===== config.mk =====
export PLATFORM = sky130hd
export DESIGN_NAME = pipeline_hazard_ctrl
export DESIGN_NICKNAME = d
export VERILOG_FILES = /design/src/rtl/pipeline_hazard_ctrl.sv
export SDC_FILE = /design/constraint.sdc
export NUM_CORES = 1
export LEC_CHECK = 0
export CELL_PAD_IN_SITES_DETAIL_PLACEMENT = 0
export CELL_PAD_IN_SITES_GLOBAL_PLACEMENT = 2
export CORE_UTILIZATION = 24
export CTS_CLUSTER_SIZE = 24
export DETAILED_ROUTE_END_ITERATION = 16
export MAX_ROUTING_LAYER = met4
export PLACE_DENSITY = 0.9
export SYNTH_ARGS = -nofsm -noshare
export SYNTH_HDL_FRONTEND = slang
export SYNTH_SLANG_ARGS = --single-unit

===== constraint.sdc =====
create_clock -name clk -period 4 [get_ports clk]
set_clock_uncertainty 0.2 [all_clocks]
set_input_delay 1.2 -clock clk [delete_from_list [all_inputs] [get_ports clk]]
set_output_delay 1.2 -clock clk [all_outputs]
set_load 0.005 [all_outputs]

===== src/rtl/pipeline_hazard_ctrl.sv =====
// pipeline_hazard_ctrl
// Central hazard controller for the RV32I 5-stage pipeline. It resolves
// data-memory waits (freeze), taken-branch flushes and load-use stalls in
// that priority order. It also produces the EX operand forwarding selects
// and keeps saturating stall/flush counters plus a sticky timeout error.
//
// Ports:
//   clk, rst_n                       clock, synchronous active-low reset
//   id_rs1/rs2, id_uses_rs1/rs2      ID-stage source registers and usage
//   ex_rs1/rs2, ex_rd                EX-stage sources / destination
//   ex_load, ex_reg_write            EX instruction is a load / writes RF
//   mem_rd, mem_load, mem_reg_write  MEM-stage destination and kind
//   wb_rd, wb_reg_write              WB-stage destination and write flag
//   ex_branch_taken                  EX redirects the PC
//   mem_req, dmem_ready              data-memory handshake
//   pc_en, *_en                      pipeline register load enables
//   if_id_flush, id_ex_flush         load a bubble on the next edge
//   fwd_a_sel, fwd_b_sel             00 RF, 01 EX/MEM, 10 MEM/WB
//   mem_err                          sticky memory-timeout error
//   stall_cycles, flush_count        saturating performance counters
module pipeline_hazard_ctrl #(
  parameter int MEM_TIMEOUT = 16,
  parameter int CNT_W       = 16
) (
  input  logic             clk,
  input  logic             rst_n,
  input  logic [4:0]       id_rs1,
  input  logic [4:0]       id_rs2,
  input  logic             id_uses_rs1,
  input  logic             id_uses_rs2,
  input  logic [4:0]       ex_rs1,
  input  logic [4:0]       ex_rs2,
  input  logic [4:0]       ex_rd,
  input  logic             ex_load,
  input  logic             ex_reg_write,
  input  logic [4:0]       mem_rd,
  input  logic             mem_load,
  input  logic             mem_reg_write,
  input  logic [4:0]       wb_rd,
  input  logic             wb_reg_write,
  input  logic             ex_branch_taken,
  input  logic             mem_req,
  input  logic             dmem_ready,
  output logic             pc_en,
  output logic             if_id_en,
  output logic             id_ex_en,
  output logic             ex_mem_en,
  output logic             mem_wb_en,
  output logic             if_id_flush,
  output logic             id_ex_flush,
  output logic [1:0]       fwd_a_sel,
  output logic [1:0]       fwd_b_sel,
  output logic             mem_err,
  output logic [CNT_W-1:0] stall_cycles,
  output logic [CNT_W-1:0] flush_count
);

  typedef enum logic [1:0] {
    S_RUN      = 2'b00,
    S_MEM_WAIT = 2'b01,
    S_ERR      = 2'b10
  } state_t;

  // Wait counter must be able to hold MEM_TIMEOUT itself.
  localparam int                WCNT_W   = $clog2(MEM_TIMEOUT + 1);
  localparam logic [WCNT_W-1:0] WCNT_MAX = WCNT_W'(MEM_TIMEOUT);
  localparam logic [CNT_W-1:0]  CNT_SAT  = {CNT_W{1'b1}};

  state_t             state_q, state_d;
  logic [WCNT_W-1:0]  wait_cnt_q, wait_cnt_d;
  logic [CNT_W-1:0]   stall_cycles_q, stall_cycles_d;
  logic [CNT_W-1:0]   flush_count_q, flush_count_d;
  logic               mem_err_q, mem_err_d;

  logic               freeze_s;
  logic               load_use_s;
  logic               branch_fire_s;

  // Forward select for one EX source; EX/MEM beats MEM/WB, x0 never forwarded.
  // Loads in MEM have no ALU result to forward, so they are skipped there.
  function automatic logic [1:0] fwd_sel(
    input logic [4:0] rs,
    input logic [4:0] m_rd,
    input logic       m_wr,
    input logic       m_ld,
    input logic [4:0] w_rd,
    input logic       w_wr
  );
    logic [1:0] sel;
    if (m_wr && !m_ld && (m_rd != 5'd0) && (m_rd == rs)) begin
      sel = 2'b01;
    end else if (w_wr && (w_rd != 5'd0) && (w_rd == rs)) begin
      sel = 2'b10;
    end else begin
      sel = 2'b00;
    end
    return sel;
  endfunction

  // Hazard conditions; ERR is not frozen here since it is handled as its own state.
  always_comb begin
    freeze_s   = (state_q != S_ERR) && mem_req && !dmem_ready;
    load_use_s = ex_load && ex_reg_write && (ex_rd != 5'd0) &&
                 ((id_uses_rs1 && (id_rs1 == ex_rd)) ||
                  (id_uses_rs2 && (id_rs2 == ex_rd)));
    // A branch held through a freeze fires (and is counted) on the release cycle.
    branch_fire_s = rst_n && (state_q != S_ERR) && !freeze_s && ex_branch_taken;
  end

  // Next-state and wait-counter logic.
  always_comb begin
    state_d    = state_q;
    wait_cnt_d = wait_cnt_q;
    case (state_q)
      S_RUN: begin
        if (freeze_s) begin
          state_d    = S_MEM_WAIT;
          wait_cnt_d = WCNT_W'(1);
        end else begin
          wait_cnt_d = '0;
        end
      end
      S_MEM_WAIT: begin
        if (freeze_s) begin
          if (wait_cnt_q == WCNT_MAX) begin
            state_d = S_ERR;
          end else begin
            wait_cnt_d = wait_cnt_q + WCNT_W'(1);
          end
        end else begin
          state_d    = S_RUN;
          wait_cnt_d = '0;
        end
      end
      S_ERR: begin
        state_d = S_ERR;
      end
      default: begin
        state_d    = S_RUN;
        wait_cnt_d = '0;
      end
    endcase
  end

  // Mealy control outputs: freeze > branch > load-use > default.
  always_comb begin
    pc_en       = 1'b1;
    if_id_en    = 1'b1;
    id_ex_en    = 1'b1;
    ex_mem_en   = 1'b1;
    mem_wb_en   = 1'b1;
    if_id_flush = 1'b0;
    id_ex_flush = 1'b0;
    if (!rst_n) begin
      // Pipeline fills with bubbles while reset is held.
      if_id_flush = 1'b1;
      id_ex_flush = 1'b1;
    end else begin
      case (state_q)
        S_RUN, S_MEM_WAIT: begin
          if (freeze_s) begin
            pc_en     = 1'b0;
            if_id_en  = 1'b0;
            id_ex_en  = 1'b0;
            ex_mem_en = 1'b0;
            mem_wb_en = 1'b0;
          end else if (branch_fire_s) begin
            if_id_flush = 1'b1;
            id_ex_flush = 1'b1;
          end else if (load_use_s) begin
            // Hold PC and IF/ID, inject one bubble into ID/EX.
            pc_en       = 1'b0;
            if_id_en    = 1'b0;
            id_ex_flush = 1'b1;
          end else begin
            pc_en = 1'b1;
          end
        end
        default: begin
          // ERR (and any illegal encoding) keeps the pipeline frozen.
          pc_en     = 1'b0;
          if_id_en  = 1'b0;
          id_ex_en  = 1'b0;
          ex_mem_en = 1'b0;
          mem_wb_en = 1'b0;
        end
      endcase
    end
  end

  // Forwarding selects for both EX operands.
  always_comb begin
    fwd_a_sel = fwd_sel(ex_rs1, mem_rd, mem_reg_write, mem_load, wb_rd, wb_reg_write);
    fwd_b_sel = fwd_sel(ex_rs2, mem_rd, mem_reg_write, mem_load, wb_rd, wb_reg_write);
  end

  // Saturating counters and sticky error.
  always_comb begin
    if (!pc_en && (stall_cycles_q != CNT_SAT)) begin
      stall_cycles_d = stall_cycles_q + CNT_W'(1);
    end else begin
      stall_cycles_d = stall_cycles_q;
    end
    if (branch_fire_s && (flush_count_q != CNT_SAT)) begin
      flush_count_d = flush_count_q + CNT_W'(1);
    end else begin
      flush_count_d = flush_count_q;
    end
    mem_err_d = mem_err_q || (state_d == S_ERR);
  end

  // State and counter registers with synchronous active-low reset.
  always_ff @(posedge clk) begin
    if (!rst_n) begin
      state_q        <= S_RUN;
      wait_cnt_q     <= '0;
      stall_cycles_q <= '0;
      flush_count_q  <= '0;
      mem_err_q      <= 1'b0;
    end else begin
      state_q        <= state_d;
      wait_cnt_q     <= wait_cnt_d;
      stall_cycles_q <= stall_cycles_d;
      flush_count_q  <= flush_count_d;
      mem_err_q      <= mem_err_d;
    end
  end

  assign mem_err      = mem_err_q;
  assign stall_cycles = stall_cycles_q;
  assign flush_count  = flush_count_q;

endmodule


== Word-level counts from Yosys, hierarchy flattened ==
Cells that the tools add are included.
W data, S select, Z words.

* Word-level logic and storage cells: 83
* Output and inout bits: 44
* Bits in registers: 40

* Reduce and logical (&&, ||, !) cells: 31
* Bitwise operators: 1
* $add $sub $neg: 3
* Eq/ne operators: 14
* Muxes and demuxes: 29

{| class="wikitable"
|+ Operators by type and width
! cell !! number
|-
| $add A16 B1 Y16 const B || 2
|-
| $ne A16 B16 Y1 const B || 2
|-
| $eq A5 B5 Y1 || 6
|-
| $logic_and A1 B1 Y1 || 19
|-
| $mux W1 || 18
|-
| $pmux W5 S3 || 1
|-
| $reduce_bool A5 Y1 || 3
|-
| $mux W2 || 7
|-
| $mux W5 || 2
|-
| $pmux W2 S3 || 1
|-
| $add A5 B1 Y5 const B || 1
|-
| $eq A5 B5 Y1 const B || 1
|-
| $eq A2 B2 Y1 const B || 2
|-
| $logic_not A1 Y1 || 4
|-
| $ne A3 B3 Y1 const B || 1
|-
| $eq A2 B1 Y1 const B || 1
|-
| $logic_not A2 Y1 || 1
|-
| $logic_or A1 B1 Y1 || 2
|-
| $ne A2 B2 Y1 const B || 1
|-
| $reduce_and A2 Y1 || 1
|-
| $reduce_or A2 Y1 || 1
|-
| $not A1 Y1 || 1
|}

== Logic depth before layout (Yosys ltp) ==
* Depth after elaboration: 12
* Mapped depth: 9
* Mapped depth without buffers: 8

== Worst setup path after synthesis ==
OpenSTA, ideal clock, no wires.

* Path type: in2out
* From: in ex_rd[0]
* To: out pc_en
* Path slack: 0.215 ns
* Required time: 2.600 ns
* Stages on the path: 4
* Data arrival time: 2.385 ns
* Cells stage by stage: or3_1 > o311a_2 > a31oi_4 > buf_4

* Longest elaborated chain between the ends: 9
* Elaborated cells between the ends (all ways): 13
* Those cells by class: 2 x eq/ne; 5 x mux; 6 x reduce/logical

{| class="wikitable"
|+ Ends and longest elaborated chain
! item !! RTL line !! text
|-
| start, declared || 33 || <nowiki>input logic [4:0] ex_rd,</nowiki>
|-
| $eq A5 B5 Y1 (on tied branches) || 104, 105 ||
|-
| $logic_and A1 B1 Y1 (on tied branches) || 104, 105 ||
|-
| $logic_or A1 B1 Y1 || 104 || <nowiki>((id_uses_rs1 && (id_rs1 == ex_rd)) ||</nowiki>
|-
| $logic_and A1 B1 Y1 * || 103 || <nowiki>load_use_s = ex_load && ex_reg_write && (ex_rd != 5'd0) &&</nowiki>
|-
| $mux W1 * (5 in a row) || n/a ||
|-
| end, declared || 44 || <nowiki>output logic pc_en,</nowiki>
|}

Mark *: on every way between the ends. The rest lies on a longest branch, timed or not.

== Worst setup path in the final report ==
* From: in mem_rd[4]
* To: out fwd_a_sel[1]

* Longest elaborated chain between the ends: 4
* Elaborated cells between the ends (all ways): 5
* Those cells by class: 1 x eq/ne; 1 x mux; 3 x reduce/logical

{| class="wikitable"
|+ Ends and longest elaborated chain
! item !! RTL line !! text
|-
| start, declared || 36 || <nowiki>input logic [4:0] mem_rd,</nowiki>
|-
| $reduce_bool A5 Y1 || 90 || <nowiki>if (m_wr && !m_ld && (m_rd != 5'd0) && (m_rd == rs)) begin</nowiki>
|-
| $logic_and A1 B1 Y1 || 90 ||
|-
| $logic_and A1 B1 Y1 * || 90 ||
|-
| $mux W2 * || 90 ||
|-
| end, declared || 51 || <nowiki>output logic [1:0] fwd_a_sel,</nowiki>
|}

Marked as above.

==> key figures <==
Timing
  • Headroom to the max-slew limit: 69.16%
  • Count of final hold-check violations: 0
  • Tcrit/Tclk final: 100.2%
  • Final Max Tran Viols: 0
  • Setup violations, final: 2
  • Fmax achieved: 0.2496 GHz
  • RSZ-0062 raised after global routing: yes
  • Worst Slack Setup Final: -6.868 ps
  • Worst-Margin Slew: 460.8 ps
  • Fin crit period: 4007 ps
  • Setup Total Neg Slack: -10.58 ps

Cells and area
  • Final net count: 440
  • Antenna fix cells: 0
  • Final Non-Filler Cells: 519
  • Layout cells sized above 1: 18.21%
  • Utilization after layout: 39.92%
  • Area Overhead vs Synth: 60.83%

Clock network
  • Cts-stage hold buffer count: 0
  • Clk Latency, worst-skew pair: 290 ps
  • Clock tree sinks: 40
  • CTS tree: done
  • H-tree depth: 2
  • Root Driver: clkbuf_8
  • Max clock buf depth: 2
  • Num CTS Buffers: 5
  • Worst-path clk slew: 70 ps

Synthesis
  • Syn_nets: 318
  • Ys async rst share: 0%
  • Synth Area in Adders: 2.182%
  • Post-Synth XOR/XNOR Area: 19.48%
  • Primary FF master, synth: dfxtp_1
  • Syn Area/Cell: 8.590 µm²
  • Fraction of the mapped netlist area in simple logic gates: 28.53%
  • Largest family of logic cells by synthesized area: simple AND/OR/NAND/NOR gates
  • Synth Area in Compound Gates: 8.729%
  • Post-synthesis mux area share: 2.182%
  • Gate Count Post-Synth: 267
  • Cell area after synthesis: 2293 µm²
  • Yosys warns: 0
  • Register area share after synthesis: 34.92%
  • Number of distinct library cells after synthesis: 41
  • EDFF count, synth: 0
  • Synthesized flop and latch total: 40

Worst hold path
  • Worst hold path type: reg -> reg
  • Hold wc startpoint: mem_err

Detailed routing
  • Vias: 2297
  • Iteration-0 DRC Markers: 46
  • Vias per cell: 4.426
  • Routed Antenna Nets: 0
  • Routed WL per cell: 12.31 µm
  • Post-route DRC: 0
  • Final wirelength: 6390 µm
  • Router iterations before antenna repair: 4

Worst setup path
  • Startpoint Class: input port
  • Setup CP Type: in -> out
  • Most common cell on crit path: nor4_4
  • Crit path DAT: 2610 ps
  • CP max FO: 2
  • Worst r2r src: stall_cycles[6]
  • Critical path required time: 2600 ps
  • Cells along the critical path: buf_6 > or4_4 > o21ai_4 > nor4_4 > buf_4 > nor4_4 > buf_2
  • Crit path largest cell delay: 530 ps
  • CP max stage cell: or4_4
  • Setup crit end kind: output pin
  • Worst setup startpoint: mem_rd[4]

GRT
  • Remaining Overflow, GRT: 0
  • First-pass GRT wire length: 10550 µm
  • Antenna violations before repair: 0
  • Largest net degree at the start of global routing: 16
  • Tot GR Track Use: 13.40%
  • Vias in the first global route: 2255

Die
  • Die W: 99.76 µm
  • Initial Utilization: 24.82%
  • Die height: 99.76 µm
  • Rows: 35
  • Num ports: 91
  • Area of the core: 9240 µm²
  • Die area: 9951 µm²

Placement
  • GP Congestion: 0.8100
  • Cells after DPL: 507
  • Port bufs: 90
  • Detail Placement HPWL: 4936 µm

Outcome
  • Outcome: complete, but fails checks
  • Failing checks: negative setup slack

Flow run
  • Max Cap Viol: 0

Power and ir drop
  • Cell Pwr Density: 224.9 nW/µm²
  • P_leak: 1.379 nW
  • VDD IR-drop max: 153.1 µV
==> Yosys cell counts, types with 5 or more instances <==
cell	n	area, µm²
a21oi_1	11	55.05
and2_1	7	43.79
and3_1	6	37.54
and4_1	5	43.79
dfxtp_1	40	800.8
inv_1	7	26.28
mux2i_1	5	50.05
nand2_1	24	90.09
nand3_1	10	50.05
nand4_1	16	100.1
nor2_1	30	112.6
nor3_1	5	25.02
o21ai_0	6	30.03
xnor2_1	25	219.0
xor2_1	26	227.7
==> metal layers <==
metal  wire (µm)  vias up  GRT usage, %
li1            -     1180             -
met4          76        0         3.167
met2        3089       47         22.97
met3         232       10         2.741
met5           0        -             -
met1        2991     1060         16.03
==> critical path, delay by kind of cell <==
| family | cells | cell delay [ps] |
|---|---|---|
| and+or+nand+nor | 3 | 840 |
| AOI/OAI and AO/OA | 1 | 170 |
| buffers and inverters | 3 | 380 |
==> through the flow <==
step           total power (W)  instance area (µm²)  worst slack (ps)  hold slack, ps
6_report             0.0008297                 3689            -6.868           276.4
5_1_grt              0.0008653                 3689            -78.36           309.5
4_1_cts              0.0008360                 3659             2.361           277.7
3_5_place_dp         0.0005599                 3516            -738.0           267.8
3_3_place_gp         0.0005586                 3516            -755.1           262.5
2_1_floorplan        0.0004652                 2293             215.0           242.1
==> state kept, by name, indices dropped and copies added (netlist names) <==
name,count
flush_count,16
mem_err,1
stall_cycles,16
state_q,2
wait_cnt_q,5
==> worst paths after layout <==
kind | to | slack [ps] | cells past startpoint
setup / recovery | fwd_a_sel[1] | -7 | 7
hold / removal | mem_err | 280 | 2
setup reg to reg | stall_cycles[5] | 1540 | 7
hold reg to reg | mem_err | 280 | 2
==> cells by family (layout without fill, tap and decap cells) <==
logic type,Yosys count,after routing
muxes,5,5
buffers and inverters,16,139
DFF,40,40
and+or+nand+nor,123,123
xor gates and xnor gates,51,51
adders and majority gates,4,4
AOI/OAI and AO/OA,28,28
==> layout by cell type (no fill, tap or decap), types with 5 or more instances in the layout <==
cell	count
a21oi_1	10
and2_1	7
and3_1	6
and4_1	5
buf_4	32
clkbuf_2	6
clkbuf_8	6
clkdlybuf4s50_1	57
dfxtp_1	40
dlygate4sd2_1	16
inv_1	7
mux2i_1	5
nand2_1	24
nand3_1	10
nand4_1	16
nor2_1	30
nor3_1	5
xnor2_1	25
xor2_1	25
==> what timing repair did <==
action                                  CTS  global route
gates cloned                              0             0
resized for setup                        68            20
pin swaps                                15            10
endpoints found under the setup margin   11             7
endpoints found under the hold margin     0             0
buffers inserted                          2             3
==> layout make-up <==
type / count / area, µm²
clock buffer: 8 / 90.09
fill: 939 / 5552
multi-input combinational: 211 / 1505
timing repair buffer: 124 / 1105
sequential: 40 / 800.8
inverter: 7 / 26.28
tap: 129 / 161.4
==> power breakdown <==
group	switching (W)	internal, W	total [W]
sequential	0.00000376	0.000401	0.000404
combinational	0.0000630	0.0000880	0.000151
clock	0.000134	0.000141	0.000274
Note: power is estimated with default switching activity, not from simulation.
==> RTL edit 1, RTL diff (same flow settings) <==
Change the parameter `MEM_TIMEOUT` from 16 to 32.
--- a/src/rtl/pipeline_hazard_ctrl.sv
+++ b/src/rtl/pipeline_hazard_ctrl.sv
@@ -19,7 +19,7 @@
 //   mem_err                          sticky memory-timeout error
 //   stall_cycles, flush_count        saturating performance counters
 module pipeline_hazard_ctrl #(
-  parameter int MEM_TIMEOUT = 16,
+  parameter int MEM_TIMEOUT = 32,
   parameter int CNT_W       = 16
 ) (
   input  logic             clk,
Formal check against the unedited RTL: same outputs for any inputs over 10 cycles, from zero or initial values and one cycle with rst_n low; that may be too few to reach the edited logic, so the function may still have changed.
==> RTL edit 1 against the original RTL <==
- clock power increased by 26%
- die area rose by 7.6%
- wire length grew 11%
- power up 9.8%
- count of clock-buffer cells in the layout is 3 lower
- cell area grew 5.5%
- setup slack improved by 0.015 ns
- area after synthesis is 7.7% higher
- register-to-register slack improved by 0.26 ns
- hold slack got worse by 0.015 ns
- global-route usage barely moved
- sequential cell count up 1
- core utilization is 0.48 points lower
- critical endpoint unchanged
- largest cell class unchanged
==> RTL edit 1: results (changes against the original RTL) <==
Routing
  • Met1 WL: 3330 um (was 2990 um)
  • Met2 routed WL: 3360 um (was 3090 um)
  • Vias per std cell: 4.61 (was 4.43)

Critical path
  • Setup crit start: mem_rd[2] (was mem_rd[4])
  • R2R setup slack: 1.80 ns (was 1.54 ns)
  • RR Endpoint: stall_cycles[10] (was stall_cycles[5])
  • R2R Path Start: state_q[0] (was stall_cycles[6])

Power and ir drop
  • Sequential Power Share: 45.4% (was 48.7%)
  • Worst VDD drop: 0.126 mV (was 0.153 mV)
  • Internal power: 0.000685 W (was 0.000629 W)
  • Leakage Power: 1.47 nW (was 1.38 nW)
  • Sequential logic power: 0.000414 W (was 0.000404 W)

Layout
  • # fillers: 1004 (was 939)
  • Buffers excl. clock: 127 (was 124)
  • Multi-input logic cell count: 221 (was 211)
  • Multi-input gate area: 0.00161 mm2 (was 0.00151 mm2)
  • FF+latch area: 821 um2 (was 801 um2)
  • Seq cells: 41 (was 40)
  • Final nets: 455 (was 440)
  • P&R area growth vs syn: 57.4% (was 60.8%)
  • Non-Filler Instances: 538 (was 519)
  • Inverters: 8 (was 7)
  • Clkbuf count: 5 (was 8)
  • Share of layout cells above drive strength 1: 19.5% (was 18.2%)

Logic synthesis
  • Seq/Total Area, Yosys: 33.2% (was 34.9%)
  • Post-synth top cells: 41 x dfxtp_1, 31 x xor2_1, 26 x nor2_1, 22 x nand2_1, 19 x xnor2_1 (was 40 x dfxtp_1, 30 x nor2_1, 26 x xor2_1, 25 x xnor2_1, 24 x nand2_1)
  • Syn_area_per_cell: 8.79 um2 (was 8.59 um2)
  • Yosys cell types: 49 (was 41)
  • Synthesized Nets: 332 (was 318)

CTS
  • Post-CTS Resized: 74 (was 68)
  • Reg clk slew, reported paths: 0.10 ns (was 0.07 ns)

GRT
  • Global Route Usage Sum: 13.4% (about the same)
  • Met2 Track Usage GR: 22.9% (was 23.0%)
  • Largest net degree at the start of global routing: 22 (was 16)
  • Global-route wire length before repair: 10900 um (was 10600 um)

Place
  • Pre-CTS setup slack: -0.727 ns (was -0.738 ns)
  • Post-Place Cell Area: 0.00370 mm2 (was 0.00352 mm2)

Status
  • Status: finished clean (was finished, violations left)

STA
  • Max_slew headroom: 66.3% (was 69.2%)
[RTL edit 1: cell count changes in the layout (fill, tap and decap cells not counted), sizes merged, moves of 4 or more]
cell           before  now
clkbuf             14   10
dlymetal6s2s        1    9
nor2               30   26
xor2               26   31
nand3              10   17
buf                39   46
clkdlybuf4s50      57   48
xnor2              25   19
[RTL edit 1: worst reg2reg max path, cell delays in order (launching register included)]
cell	delay, ns
dfxtp_1	0.36
nand2b_1	0.25
a21oi_2	0.25
a31o_4	0.21
inv_4	0.05
buf_4	0.17
or4_1	0.50
a21oi_1	0.15
[RTL edit 1: kinds of logic (layout without fill, tap and decap cells)]
logic type	count (synthesis)	after routing	synth area share, %
buffers and inverters	19	143	4.25
AOI/OAI and AO/OA	32	32	11.2
DFF	41	41	33.2
muxes	8	8	3.24
adders and majority gates	4	4	2.03
xor gates and xnor gates	50	50	17.7
and+or+nand+nor	127	127	28.3
==> RTL edit 2, RTL diff (config.mk and constraints unchanged) <==
Made on the original files. Register the output `flush_count` once more; this adds one clock of latency there. The other outputs are not delayed to match. Comments in the files are not updated.
--- a/src/rtl/pipeline_hazard_ctrl.sv
+++ b/src/rtl/pipeline_hazard_ctrl.sv
@@ -228,7 +228,9 @@
 
   assign mem_err      = mem_err_q;
   assign stall_cycles = stall_cycles_q;
-  assign flush_count  = flush_count_q;
+  always_ff @(posedge clk) begin
+    flush_count <= flush_count_q;
+  end
 
 endmodule
 
Function: changed (Yosys sat finds a counterexample within 4 cycles, from zero or initial values and one cycle with rst_n low).
==> RTL edit 2 against the original RTL <==
- critical path depth up 13
- power up 25%
- sequential power up 41%
- cell area up 13%
- setup slack better by 0.031 ns
- largest power group unchanged
- via count up 8.6%
- global-route usage down 0.70 points
- area after synthesis up 14%
- core utilization down 0.25 points
- hold slack worse by 0.089 ns
- final cell count up 8.7%
- wire length up 5.0%
- sequential cell count up 16
==> RTL edit 2: results (changes against the original RTL) <==
Critical path
  • RR Endpoint: stall_cycles[4] (was stall_cycles[5])
  • CP max FO: 2 (unchanged)
  • Crit-path leading delay family: buffers and inverters (was simple AND/OR/NAND/NOR gates)
  • Worst path arrival time: 3.96 ns (was 2.61 ns)
  • R2R setup slack: 1.70 ns (was 1.54 ns)
  • Critical-path top delay cell: clkdlybuf4s50_1 (was or4_4)
  • Setup crit start: id_rs2[2] (was mem_rd[4])
  • Crit path to: stall_cycles[12] (was fwd_a_sel[1])
  • CP peak stage delay: 0.47 ns (was 0.53 ns)

Place
  • HPWL Detailed: 5150 um (was 4940 um)
  • Post-Place Cell Area: 0.00389 mm2 (was 0.00352 mm2)
  • I/O Buffers: 90 (unchanged)
  • Placed insts: 541 (was 507)
  • GPL Wtd Cong: 0.784 (was 0.810)
  • Pre-CTS setup slack: -0.726 ns (was -0.738 ns)

Power and ir drop
  • Total power: 0.00104 W (was 0.000830 W)
  • Sequential Power Share: 54.9% (was 48.7%)
  • Power Clock: 0.000309 W (was 0.000274 W)
  • Worst VDD drop: 0.160 mV (was 0.153 mV)
  • Leakage Power: 1.61 nW (was 1.38 nW)
  • Net Switching: 0.000255 W (was 0.000200 W)

Logic synthesis
  • Syn_area_per_cell: 9.04 um2 (was 8.59 um2)
  • Synth Area in Compound Gates: 9.16% (was 8.73%)
  • Mux contribution to synthesized area: 2.67% (was 2.18%)
  • Synthesized Nets: 341 (was 318)
  • Synth top area cells: dfxtp_1 43%, xor2_1 8.0%, xnor2_1 7.0% (was dfxtp_1 35%, xor2_1 9.9%, xnor2_1 9.5%)
  • Post-synth top cells: 56 x dfxtp_1, 35 x nand2_1, 28 x nor2_1, 24 x xor2_1, 21 x xnor2_1 (was 40 x dfxtp_1, 30 x nor2_1, 26 x xor2_1, 25 x xnor2_1, 24 x nand2_1)
  • Adder-cell share of the synthesized area: 1.91% (was 2.18%)
  • Seq/Total Area, Yosys: 42.8% (was 34.9%)
  • Xor and xnor area share after synthesis: 15.0% (was 19.5%)
  • Yosys cell types: 42 (was 41)

Layout
  • Non-Filler Instances: 564 (was 519)
  • Share of layout cells above drive strength 1: 19.2% (was 18.2%)
  • Fin util: 39.7% (was 39.9%)
  • Final nets: 478 (was 440)
  • # fillers: 1093 (was 939)

Routing
  • Vias per std cell: 4.42 (was 4.43)
  • WL per Instance: 11.9 um (was 12.3 um)
  • DR iter-0 viols: 86 (was 46)

STA
  • Worst-Margin Slew: 0.582 ns (was 0.461 ns)
  • Period utilisation layout: 99.4% (was 100%)
  • Final hold slack: 0.188 ns (was 0.276 ns)

CTS
  • Reg clk slew, reported paths: 0.09 ns (was 0.07 ns)
  • H-tree depth: 2 (unchanged)
  • Clk Latency, worst-skew pair: 0.31 ns (was 0.29 ns)

Hold path
  • Worst hold start: flush_count_q[6] (was mem_err)

GRT
  • Largest net degree at the start of global routing: 21 (was 16)
  • Vias in the first global route: 2464 (was 2255)
  • Global-route wire length before repair: 11400 um (was 10600 um)
  • Global Route Usage Sum: 12.7% (was 13.4%)
  • Antenna violations before repair: 0 (unchanged)

Status
  • Status: finished clean (was finished, violations left)
==> RTL edit 2: layout make-up <==
| cell class | count | share of cell area (%) |
|---|---|---|
| clock buffer | 5 | 1.66 |
| multi-input combinational | 220 | 36.8 |
| timing repair buffer | 137 | 29.3 |
| clock inverter | 3 | 0.513 |
| sequential | 56 | 27.0 |
| inverter | 7 | 0.633 |
| tap | 136 | 4.10 |
==> RTL edit 2: metal layers <==
metal / routed length [um] / GRT usage [%] / vias to the layer above
met5: 0 / - / -
met4: 59 / 3.23 / 0
met3: 305 / 2.45 / 6
met2: 3250 / 21.5 / 70
met1: 3100 / 15.5 / 1125
li1: - / - / 1294
==> RTL edit 2: what timing repair did <==
action                     4_1_cts  5_1_grt
resized for setup               62       25
setup buffers                   13        2
setup endpoints to repair       11        8
pin swaps                       13       16
==> RTL edit 2: how the worst min path moves through the flow <==
stage,end,cells after the start
finish,flush_count[6],0
global route,flush_count[15],0
CTS,flush_count[6],0
detailed placement,flush_count[6],0
global placement,flush_count[15],0
floorplan,flush_count[15],0
